==> config.mk <==
export PLATFORM = sky130hd
export DESIGN_NAME = replica_xchg_sched
export DESIGN_NICKNAME = d
export VERILOG_FILES = /design/src/rtl/replica_xchg_sched.sv
export SDC_FILE = /design/constraint.sdc
export NUM_CORES = 1
export LEC_CHECK = 0
export CAP_MARGIN = 20
export CORE_MARGIN = 2
export CORE_UTILIZATION = 44
export CTS_BUF_LIST = sky130_fd_sc_hd__clkbuf_4 sky130_fd_sc_hd__clkbuf_8
export CTS_CLUSTER_SIZE = 12
export DETAILED_ROUTE_END_ITERATION = 6
export PLACE_DENSITY = 0.79
export SLEW_MARGIN = 20
export SYNTH_ARGS = -nofsm -noshare
export SYNTH_HDL_FRONTEND = slang
export SYNTH_SLANG_ARGS = --single-unit
==> constraint.sdc <==
create_clock -name clk -period 1.6 [get_ports clk]
set_input_delay 0.32 -clock clk [delete_from_list [all_inputs] [get_ports clk]]
set_output_delay 0.32 -clock clk [all_outputs]
set_load 0.1 [all_outputs]
==> src/rtl/replica_xchg_sched.sv <==
// Replica-exchange pass sequencer: masks exchange requests, issues one cycle of per-replica
// route commands, times the RAM stream and pipeline drain, then flips the read bank.
// Optional statistics counters are compiled in with `define XCHG_STAT_EN.
module replica_xchg_sched #(
  parameter int REPLICA_NUM = 32,
  parameter int CITY_NUM    = 30,
  parameter int PIPE_LAT    = 4
) (
  input  logic                     clk,
  input  logic                     reset,
  input  logic                     start,
  input  logic [REPLICA_NUM-2:0]   xchg_req,
  output logic                     busy,
  output logic [2*REPLICA_NUM-1:0] command,
  output logic                     rbank,
  output logic                     done,
  output logic [REPLICA_NUM-2:0]   xchg_grant
`ifdef XCHG_STAT_EN
  ,
  input  logic                     stat_clr,
  output logic [31:0]              stat_grant,
  output logic [31:0]              stat_conflict
`endif
);

  localparam int CNT_W = $clog2(CITY_NUM + PIPE_LAT + 1);
  localparam logic [CNT_W-1:0] CNT_LOAD = CNT_W'(CITY_NUM + PIPE_LAT - 1);

  localparam logic [1:0] CMD_NOP  = 2'd0;
  localparam logic [1:0] CMD_PREV = 2'd1;
  localparam logic [1:0] CMD_FOLW = 2'd2;
  localparam logic [1:0] CMD_SELF = 2'd3;

  typedef enum logic [1:0] {
    S_IDLE,
    S_ISSUE,
    S_STREAM,
    S_SWAP
  } state_t;

  state_t                 state;
  logic [CNT_W-1:0]       cnt;
  logic [REPLICA_NUM-2:0] grant_c;
  logic                   carry_c;
  logic                   accept;

  // Each replica lands in at most one pair; a lower index claims its neighbour first.
  function automatic logic [2*REPLICA_NUM-1:0] map_cmd(input logic [REPLICA_NUM-2:0] g);
    logic [REPLICA_NUM:0]       gx;
    logic [2*REPLICA_NUM-1:0]   c;
    gx = {1'b0, g, 1'b0};
    c  = '0;
    for (int r = 0; r < REPLICA_NUM; r++) begin
      if (gx[r+1])
        c[2*r +: 2] = CMD_FOLW;
      else if (gx[r])
        c[2*r +: 2] = CMD_PREV;
      else
        c[2*r +: 2] = CMD_SELF;
    end
    return c;
  endfunction

  always_comb begin
    grant_c = '0;
    carry_c = 1'b0;
    for (int i = 0; i < REPLICA_NUM - 1; i++) begin
      grant_c[i] = xchg_req[i] & ~carry_c;
      carry_c    = xchg_req[i] & ~carry_c;
    end
  end

  assign accept = (state == S_IDLE) && start;

  always_ff @(posedge clk or negedge reset) begin
    if (!reset) begin
      state      <= S_IDLE;
      cnt        <= '0;
      command    <= '0;
      rbank      <= 1'b0;
      busy       <= 1'b0;
      done       <= 1'b0;
      xchg_grant <= '0;
    end else begin
      case (state)
        S_IDLE: begin
          done    <= 1'b0;
          command <= {REPLICA_NUM{CMD_NOP}};
          if (start) begin
            xchg_grant <= grant_c;
            command    <= map_cmd(grant_c);
            busy       <= 1'b1;
            state      <= S_ISSUE;
          end
        end
        S_ISSUE: begin
          command <= {REPLICA_NUM{CMD_NOP}};
          cnt     <= CNT_LOAD;
          state   <= S_STREAM;
        end
        S_STREAM: begin
          if (cnt == '0) begin
            state <= S_SWAP;
            done  <= 1'b1;
            rbank <= ~rbank;
            busy  <= 1'b0;
          end else begin
            cnt <= cnt - CNT_W'(1);
          end
        end
        S_SWAP: begin
          done  <= 1'b0;
          state <= S_IDLE;
        end
        default: state <= S_IDLE;
      endcase
    end
  end

`ifdef XCHG_STAT_EN
  function automatic logic [31:0] popcnt(input logic [REPLICA_NUM-2:0] v);
    logic [31:0] s;
    s = '0;
    for (int i = 0; i < REPLICA_NUM - 1; i++) s = s + 32'(v[i]);
    return s;
  endfunction

  function automatic logic [31:0] sat_add(input logic [31:0] a, input logic [31:0] b);
    logic [32:0] s;
    s = {1'b0, a} + {1'b0, b};
    return s[32] ? 32'hFFFF_FFFF : s[31:0];
  endfunction

  always_ff @(posedge clk or negedge reset) begin
    if (!reset) begin
      stat_grant    <= '0;
      stat_conflict <= '0;
    end else if (stat_clr) begin
      stat_grant    <= '0;
      stat_conflict <= '0;
    end else if (accept) begin
      stat_grant    <= sat_add(stat_grant, popcnt(grant_c));
      stat_conflict <= sat_add(stat_conflict, popcnt(xchg_req & ~grant_c));
    end
  end
`endif

endmodule

==> results of run 1 <==
[sequential cells by signal, summed over array words and instances, names as in the netlist]
register / flops
done: 1
state: 2
cnt: 6
rbank: 1
busy: 1
command: 62
xchg_grant: 31
[area by class of cell]
class                      instances  area (um^2)
timing repair buffer             220         3070
sequential                       104         2610
multi-input combinational        265         1850
fill                             505         1690
tap                              133          166
clock buffer                       9          124
clock inverter                     7         73.8
inverter                          14         52.6
antenna                            2         5.00
[logic make-up (layout without fill, tap and decap cells)]
kind of cell | after synthesis | count (layout)
adder cells (fa/ha/maj) | 4 | 4
AO/OA/AOI/OAI | 118 | 118
flip-flops | 104 | 104
other | 0 | 2
AND/OR/NAND/NOR | 133 | 133
multiplexers | 7 | 7
buffers and inverters | 34 | 250
XOR/XNOR | 3 | 3
[worst paths after layout]
path | start | end | slack, ps | cells past startpoint
max | xchg_req[4] | command[41] | 1 | 9
min | xchg_req[11] | xchg_grant[11] | 320 | 3
max reg2reg | cnt[0] | state[1] | 10 | 7
min reg2reg | command[25] | command[25] | 550 | 1
max in group asynchronous | reset | command[40] | 590 | 3
min in group asynchronous | reset | command[2] | 470 | 2
[per-stage QoR]
| stage | cells | area, um^2 | TNS [ps] |
|---|---|---|---|
| 2_1_floorplan | 403 | 4350 | -18.6 |
| 3_3_place_gp | 724 | 7410 | -31750 |
| 3_5_place_dp | 724 | 7410 | -39210 |
| 4_1_cts | 750 | 7830 | -333 |
| 5_1_grt | 752 | 7940 | -660 |
| 6_report | 754 | 7950 | 0 |
[synth_stat cells (3+ instances only)]
cell type,count
nor2_1,16
a21o_1,17
nand2b_1,9
inv_1,14
ha_1,4
nor3_1,3
and2_1,5
o21a_1,4
nand2_1,74
a21oi_1,10
a22o_1,23
mux2_2,5
clkbuf_1,16
a31oi_1,4
and3_1,3
dfrtp_1,104
nand3_1,9
o21ai_0,41
nor2b_1,7
xnor2_1,3
[per-layer routing]
| metal | up-vias | part of all wire |
|---|---|---|
| met1 | 2131 | 0.39 |
| met5 | - | 0 |
| met3 | 49 | 0.058 |
| met2 | 200 | 0.52 |
| met4 | 0 | 0.039 |
| li1 | 1817 | - |
[critical path: cells and delay by family]
kind                   cells  cell delay [ps]
and+or+nand+nor            2              220
AOI/OAI and AO/OA          4              780
buffers and inverters      3              550
[what timing repair did]
item | in CTS | in global routing
hold buffers | 1 | 0
setup buffers | 9 | 4
setup endpoints to repair | 74 | 84
gates resized for setup | 53 | 34
hold endpoints to repair | 34 | 0
cloned | 0 | 0
pin swaps | 16 | 17
==> impl_metrics.ini, run 1 <==
[synthesis]
synth-edff-count = 0
synthSimpleGateAreaFrac = 0.143
synth.net_count = 441
synth_flop_cell = dfrtp_1
synth-adder-area-share = 0.0116
yosys-top-cells-area = dfrtp_1, nand2_1, o21ai_0
synth_top_family_by_area = compound AO/OA/AOI/OAI gates
async_reset_ff_frac = 1.00
ys_ff_latch = 104
syn_area_per_cell_um2 = 10.7
netlist_area_um2 = 4310
synth_compound_area_frac = 0.186
synthMuxAreaShare = 0.0180
synth_xor_area_frac = 0.00610
netlist_instances = 403
ys_seq_area_frac = 0.604
yosys_warnings = 0
yosys.cell_types.count = 46
yosys.area.top_type = dfrtp_1
synth_top_area_frac = 0.604

[timing]
worst_slack_ps = 1.33
fin_crit_ps = 1600
timing.hold.ws_ps = 324
relSlewSlack = 0.649
hold_viol = 0
fin_crit_sh = 0.999
setup_violations = 0
fmax_ghz = 0.626
drv_slew = 0
fin_worst_skew_ps = 7.11
worst_slew_pin_slew_ps = 521
grt_setup_unrepaired = true

[flow_run]
maxCapViolations = 0

[critical_path]
endpoint_kind = register
cp_max_fo = 4
worst_ep_arrival_time_ps = 1880
critPathRequiredTime_ps = 1880
start_kind = primary input
crit_chain = dlygate4sd2_1 -> nand2b_4 -> a21boi_4 -> nor4_4 -> buf_4 -> buf_4 -> o21a_1 -> o21a_1 -> a21o_1
critPathKind = in2reg
critPathMaxStageDelay_ps = 250
slowest_stage = dlygate4sd2_1

[drt]
drt_first_pass_iters = 4
drt_iter0_drc = 243
viasPerCell = 5.57
finalWirelength_um = 15500
post-route-drc-count = 0
ant_nets = 0
wl_per_cell_um = 20.5
vias = 4197

[place]
dpl.hpwl_um = 10800
post-place-ws_ps = -708
gp_congestion = 0.900
place.port_buffers = 131

[clocking]
clock_sinks = 104
cts_htree_levels = 3
cts.reportedPaths.clkPinSlew_ps = 110
cts_tree = built
insertion_delay_ps = 380
cts-root-buf = clkbuf_8
clk_path_buf_depth = 2
cts_buffers = 9

[die]
num_io_pins = 132
dieArea_um2 = 10600
core-area_um2 = 9640
die_x_um = 103
die-height_um = 103
start_util = 0.447
rows = 36

[final_layout]
final_cell_mix = buf_12, dfrtp_1, buf_4, nand2_1, o21ai_0
final_util = 0.825
area_delta_synth_final_pct = 84.4
final_common_cell = buf_12
drive_above_1_share = 0.422
nNetsFinal = 652

[global_route]
grt_use_met3 = 0.0475
grt_antenna_before_repair = 0
grt_overflow = 0
grt_pass1_vias = 4407
grt_pass1_wl_um = 23100
grt_use_total = 0.290
grt_util_met1 = 0.371
use_met2 = 0.481
gr-max-usage-layer = met2
grt_max_degree = 38

[outcome]
status = complete, no violations

[worst_hold_path]
min_path_type = in2reg
Power of run 1 is not shown: default switching activity piles up to over one toggle a cycle in this logic, so the estimate is an artifact.
==> run 2, diff against run 1 <==
- CTS_CLUSTER_SIZE: 12 -> not set
==> results of run 2 <==
Final layout, timing and power as in run 1 (identical DEF).
Power of run 2 is left out for the same reason.
